**config.mk**
```make
export PLATFORM = sky130hd
export DESIGN_NAME = serial_frame_rx
export DESIGN_NICKNAME = d
export VERILOG_FILES = /design/src/rtl/serial_rx_pkg.sv /design/src/rtl/serial_shift_reg.sv /design/src/rtl/serial_frame_rx.sv
export SDC_FILE = /design/constraint.sdc
export NUM_CORES = 1
export LEC_CHECK = 0
export ABC_CLOCK_PERIOD_IN_PS = 1600
export CORE_UTILIZATION = 51
export DETAILED_ROUTE_END_ITERATION = 12
export PLACE_DENSITY = 0.76
export SLEW_MARGIN = 25
export SYNTH_ARGS = -nofsm -noshare
export SYNTH_HDL_FRONTEND = slang
export SYNTH_SLANG_ARGS = --single-unit
```
**constraint.sdc**
```tcl
create_clock -name clk -period 1.6 [get_ports clk]
set_input_delay 0.32 -clock clk [delete_from_list [all_inputs] [get_ports clk]]
set_output_delay 0.32 -clock clk [all_outputs]
set_load 0.01 [all_outputs]
```
**src/rtl/serial_rx_pkg.sv**
```systemverilog
// serial_rx_pkg: shared types and default constants for the serial frame receiver.
//   rx_state_t          : receiver state (HUNT while searching for sync, LOCKED while deserialising)
//   RX_WIDTH_DEF        : default word / sync pattern width
//   RX_SYNC_DEF         : default sync pattern
//   RX_FRAME_WORDS_DEF  : default payload words per frame
package serial_rx_pkg;

    typedef enum logic {
        HUNT   = 1'b0,
        LOCKED = 1'b1
    } rx_state_t;

    localparam int unsigned RX_WIDTH_DEF       = 8;
    localparam logic [7:0]  RX_SYNC_DEF        = 8'hA5;
    localparam int unsigned RX_FRAME_WORDS_DEF = 4;

endpackage

```
**src/rtl/serial_shift_reg.sv**
```systemverilog
// serial_shift_reg: WIDTH-bit left-shift register, new bit enters at the LSB.
//   clk    in   clock
//   rst_n  in   asynchronous active-low reset (clears the register)
//   en     in   shift enable
//   clr    in   synchronous clear, wins over en
//   din    in   serial bit inserted at the LSB
//   q      out  parallel register contents
module serial_shift_reg
    import serial_rx_pkg::*;
#(
    parameter int unsigned WIDTH = RX_WIDTH_DEF
) (
    input  logic             clk,
    input  logic             rst_n,
    input  logic             en,
    input  logic             clr,
    input  logic             din,
    output logic [WIDTH-1:0] q
);

    logic [WIDTH-1:0] sr_q;
    logic [WIDTH-1:0] sr_d;

    // Next register value: clear, shift or hold
    always_comb begin
        sr_d = sr_q;
        if (clr) begin
            sr_d = '0;
        end else if (en) begin
            sr_d = (sr_q << 1) | WIDTH'(din);
        end
    end

    always_ff @(posedge clk or negedge rst_n) begin
        if (!rst_n) begin
            sr_q <= '0;
        end else begin
            sr_q <= sr_d;
        end
    end

    assign q = sr_q;

endmodule

```
**src/rtl/serial_frame_rx.sv**
```systemverilog
// serial_frame_rx: hunts for SYNC_PATTERN in a qualified serial stream, then
// deserialises FRAME_WORDS MSB-first words and returns to hunting.
//   clk         in   rising-edge clock
//   reset       in   asynchronous active-low reset
//   din         in   serial bit
//   din_en      in   bit qualifier; din sampled only when 1
//   data_out    out  last completed word (registered, held)
//   data_valid  out  one-cycle strobe, data_out is new
//   sync_found  out  one-cycle strobe on sync match while hunting
//   locked      out  high while a frame is being received
//   parity_err  out  even-parity error, valid with data_valid
//                    (port exists only when SERIAL_RX_PARITY_EN is defined)
// Build option: SERIAL_RX_PARITY_EN adds a trailing even-parity bit per word.
module serial_frame_rx
    import serial_rx_pkg::*;
#(
    parameter int unsigned      WIDTH        = RX_WIDTH_DEF,
    parameter logic [WIDTH-1:0] SYNC_PATTERN = WIDTH'(RX_SYNC_DEF),
    parameter int unsigned      FRAME_WORDS  = RX_FRAME_WORDS_DEF
) (
    input  logic             clk,
    input  logic             reset,
    input  logic             din,
    input  logic             din_en,
    output logic [WIDTH-1:0] data_out,
    output logic             data_valid,
    output logic             sync_found,
    output logic             locked
`ifdef SERIAL_RX_PARITY_EN
    ,
    output logic             parity_err
`endif
);

    localparam int unsigned BCW = $clog2(WIDTH + 1);
    localparam int unsigned WCW = $clog2(FRAME_WORDS + 1);
`ifdef SERIAL_RX_PARITY_EN
    // Bit index WIDTH is the parity bit that closes the word
    localparam int unsigned LAST_BIT = WIDTH;
`else
    localparam int unsigned LAST_BIT = WIDTH - 1;
`endif

    rx_state_t        state_q, state_d;
    logic [WIDTH-1:0] sr_q;
    logic [WIDTH-1:0] shifted_c;
    logic             sr_en;
    logic             sr_clr;
    logic             sync_hit_c;
    logic             word_done_c;
    logic             frame_done_c;

    logic [BCW-1:0]   bit_cnt_q, bit_cnt_d;
    logic [WCW-1:0]   word_cnt_q, word_cnt_d;
    logic [WIDTH-1:0] data_out_q, data_out_d;
    logic             data_valid_q, data_valid_d;
    logic             sync_found_q, sync_found_d;
    logic             locked_q, locked_d;
`ifdef SERIAL_RX_PARITY_EN
    logic             parity_err_q, parity_err_d;
`endif

    // Shift register value including the bit sampled on this edge
    assign shifted_c    = (sr_q << 1) | WIDTH'(din);
    assign sync_hit_c   = din_en && (state_q == HUNT) && (shifted_c == SYNC_PATTERN);
    assign word_done_c  = din_en && (state_q == LOCKED) && (bit_cnt_q == BCW'(LAST_BIT));
    assign frame_done_c = word_done_c && (word_cnt_q == WCW'(FRAME_WORDS - 1));

`ifdef SERIAL_RX_PARITY_EN
    // The parity bit is consumed by the counter but kept out of the word
    assign sr_en = din_en && !word_done_c;
`else
    assign sr_en = din_en;
`endif
    // Clearing at frame end forces a full fresh sync window
    assign sr_clr = frame_done_c;

    serial_shift_reg #(
        .WIDTH (WIDTH)
    ) u_shift (
        .clk   (clk),
        .rst_n (reset),
        .en    (sr_en),
        .clr   (sr_clr),
        .din   (din),
        .q     (sr_q)
    );

    // State register
    always_ff @(posedge clk or negedge reset) begin
        if (!reset) begin
            state_q <= HUNT;
        end else begin
            state_q <= state_d;
        end
    end

    // Next-state logic
    always_comb begin
        state_d = state_q;
        case (state_q)
            HUNT:    if (sync_hit_c)   state_d = LOCKED;
            LOCKED:  if (frame_done_c) state_d = HUNT;
            default: state_d = HUNT;
        endcase
    end

    // Counter and output next values
    always_comb begin
        bit_cnt_d    = bit_cnt_q;
        word_cnt_d   = word_cnt_q;
        data_out_d   = data_out_q;
        data_valid_d = 1'b0;
        sync_found_d = 1'b0;
`ifdef SERIAL_RX_PARITY_EN
        parity_err_d = 1'b0;
`endif
        if (sync_hit_c) begin
            sync_found_d = 1'b1;
            bit_cnt_d    = '0;
            word_cnt_d   = '0;
        end else if (din_en && (state_q == LOCKED)) begin
            if (word_done_c) begin
                data_valid_d = 1'b1;
                bit_cnt_d    = '0;
                word_cnt_d   = word_cnt_q + WCW'(1);
`ifdef SERIAL_RX_PARITY_EN
                data_out_d   = sr_q;
                parity_err_d = ^{sr_q, din};
`else
                data_out_d   = shifted_c;
`endif
            end else begin
                bit_cnt_d = bit_cnt_q + BCW'(1);
            end
        end
        locked_d = (state_d == LOCKED);
    end

    // Counter and output registers
    always_ff @(posedge clk or negedge reset) begin
        if (!reset) begin
            bit_cnt_q    <= '0;
            word_cnt_q   <= '0;
            data_out_q   <= '0;
            data_valid_q <= 1'b0;
            sync_found_q <= 1'b0;
            locked_q     <= 1'b0;
`ifdef SERIAL_RX_PARITY_EN
            parity_err_q <= 1'b0;
`endif
        end else begin
            bit_cnt_q    <= bit_cnt_d;
            word_cnt_q   <= word_cnt_d;
            data_out_q   <= data_out_d;
            data_valid_q <= data_valid_d;
            sync_found_q <= sync_found_d;
            locked_q     <= locked_d;
`ifdef SERIAL_RX_PARITY_EN
            parity_err_q <= parity_err_d;
`endif
        end
    end

    assign data_out   = data_out_q;
    assign data_valid = data_valid_q;
    assign sync_found = sync_found_q;
    assign locked     = locked_q;
`ifdef SERIAL_RX_PARITY_EN
    assign parity_err = parity_err_q;
`endif

endmodule

```
==> results.cfg, run 1 <==
[clocking]
cts-htree-levels = 1
cts_buffers = 3
cts_root_buf = clkbuf_4
tritoncts = done
cts.sinks = 25
insertion_delay_ns = 0.32
clk_path_buf_depth = 2
clkSlewWorstSetupHoldPaths_ns = 0.14

[synthesis]
synth-xor-area-share_pct = 1.71
syn_inst = 78
ys_warn_count = 0
synth_fa_ha_area_share_pct = 3.65
synth_seq_area_share_pct = 60.9
synth_top_family_by_area = compound AO/OA/AOI/OAI gates
ys_top_cells_by_area = dfrtp_1 61%, mux2_2 8.8%, a22o_1 6.0%
syn-num-nets = 85
synth_top_area_share_pct = 60.9
synthSimpleGateAreaFrac_pct = 10.2
yosys.area.top_type = dfrtp_1
synth_edf_count = 0
synth_flop_cell = dfrtp_1
synth.avg_cell_area_um2 = 13.2
synth.area.mux_share_pct = 8.77
syn_area_mm2 = 0.00103
synthDistinctLibCells = 26
synth_compound_area_share_pct = 12.8
ys_ff_latch = 25
ys_async_sr_fraction_pct = 100

[power]
seq_power_share_pct = 64.5
p_clk_share_pct = 25.9
cellPowerDensity_mw_per_mm2 = 838
p_sw_share_pct = 25.3
p_leak_nw = 0.682
power_frac_comb_pct = 9.6
switchingPower_mw = 0.279
p_int_mw = 0.825
finalPower_mw = 1.10
ir_drop_uv = 668

[detailed_routing]
dr_wl_met2_um = 880
routedWlPerCell_um = 14.3
finalWirelength_um = 1870
drc = 0
wl_met3_um = 68
routed.top_layer = met4
vias = 757
drt_iter0_drc = 19
viasPerCell = 5.78
met1_length_um = 888
drt_first_pass_iters = 4
antenna_left = 0

[floorplanning]
core_area_mm2 = 0.00180
rows = 15
num_io_pins = 15
initial_core_util_pct = 57.0
die_x_um = 46.9
die_y_um = 46.9
dieArea_mm2 = 0.00220

[grt]
grt.overflow.total = 0
grt_pass1_vias = 649
grt_pass1_wl_um = 2970
antenna_found_initial = 0
grt_use_total_pct = 19.7
grt_max_degree = 26

[placement]
dp_slack_ns = -0.121
gp_congestion = 0.801
hpwl_um = 1350
io_buffers = 14
placed_area_mm2 = 0.00127

[timing]
period_share_pct = 97.2
final_max_slew_viol_count = 0
final-hold-violation-count = 0
setup_violations = 0
finClkSkew_ns = 0.00445
worst_pin_slew_ns = 0.301
max_slew_margin_pct = 80.0
max_freq_mhz = 643
final.setup.tns_ns = 0
hold_ws_ns = 0.337
min_period_ns = 1.55
final.setup.worst_slack_ns = 0.0454
rsz0062_at_grt = false

[layout]
layout-drive-gt1-share_pct = 24.5
syn2layout_area_growth_pct = 28.3
post-route-cell-area_mm2 = 0.00132
fin_nets = 114
n_antenna_cell = 0
nFillCells = 149

[setup_path]
worstPathMaxFanout = 2
required_ns = 1.28
cp_slowest_cell = clkdlybuf4s50_1
endpoint_kind = output port
path_cells = clkdlybuf4s50_1
crit_type = reg -> out
cp_data_arrival_time_ns = 1.23
crit_buf_inv = 1
cp-startpoint = locked
critPathTopFamily = buffers and inverters
start_kind = flop
worstReg2RegStart = bit_cnt_q[0]
max_stage_delay_ns = 0.53

[worst_hold_path]
hold_path.class = in -> async

[run_status]
run_status = completed

[flow_run]
max_cap_violations = 0
-- state kept, by name, summed over array words and instances, names as in the netlist --
register    flops
data_out        8
u_shift.q       7
bit_cnt_q       4
word_cnt_q      3
data_valid      1
locked          1
sync_found      1
-- power groups by stage --
stage	Combinational, mW	Clock, mW	Sequential, mW
after detailed placement	0.101	0	0.724
after floorplan	0.0550	0	0.714
final	0.106	0.286	0.711
after CTS	0.107	0.291	0.710
after global placement	0.0976	0	0.722
after global routing	0.120	0.310	0.716
-- synthesized netlist by cell type (2+ instances only) --
cell      number
mux2_2         8
a22o_1         7
nor4bb_1       2
inv_1          2
o21ai_0        4
nand2_1        2
dfrtp_1       25
nand3_1        5
a21oi_1        4
ha_1           3
-- per-layer routing --
layer | GRT usage (%) | up-vias
li1 | - | 347
met1 | 28.8 | 385
met2 | 29.7 | 21
met3 | 3.46 | 4
met4 | 6.86 | 0
met5 | 0 | -
-- path summary, 6_finish.rpt --
kind / end / slack, ns / cells past startpoint
max: locked / 0.05 / 1
max reg2reg: data_out[1] / 0.11 / 5
max in group asynchronous: locked / 1.01 / 2
min in group clk: data_out[4] / 0.52 / 1
min: sync_found / 0.34 / 2
min reg2reg: data_out[4] / 0.52 / 1
-- through the flow --
step,std cells,utilization [%]
floorplan,78,-
detailed placement,126,70.4
finish,131,73.1
global placement,126,70.4
global route,131,73.1
CTS,131,72.6
-- area by class of cell --
class | instances | area, um2 | area share, %
multi-input cells | 49 | 384 | 29.2
inverters | 2 | 7.51 | 0.570
clock inverters | 1 | 7.51 | 0.570
clock buffers | 3 | 22.5 | 1.71
well taps | 25 | 31.3 | 2.37
flip-flops and latches | 25 | 627 | 47.6
repair buffers | 26 | 238 | 18.0
-- placed cells by master (no fill, tap or decap), drive strengths merged, types with 2 or more instances in the layout --
master         count
ha                 3
dfrtp             25
nand3              5
a22o               7
inv                2
a21oi              4
nor4bb             2
o21ai              4
clkbuf             3
nand2              2
clkdlybuf4s50     11
dlymetal6s2s       3
buf               12
mux2               8
-- cells by family after synthesis --
logic type | after synthesis
adders and majority gates | 3
AOI/OAI and AO/OA | 19
and+or+nand+nor | 17
muxes | 8
DFF | 25
buffers and inverters | 4
xor gates and xnor gates | 2
-- what timing repair did --
item                                    in CTS  in global routing
setup buffers                                1                  0
hold buffers                                 0                  0
gates resized for setup                      1                  4
endpoints found under the setup margin       1                  4
No activity file was read; power rests on OpenSTA's default activity.
==> inputs of run 2 (changes only) <==
--- a/config.mk
+++ b/config.mk
@@ -8,6 +8,7 @@
 export ABC_CLOCK_PERIOD_IN_PS = 1600
 export CORE_UTILIZATION = 51
 export DETAILED_ROUTE_END_ITERATION = 12
+export GPL_ROUTABILITY_DRIVEN = 0
 export PLACE_DENSITY = 0.76
 export SLEW_MARGIN = 25
 export SYNTH_ARGS = -nofsm -noshare
==> results of run 2 <==
The final DEF is identical to that of run 1; final timing and power are the same.
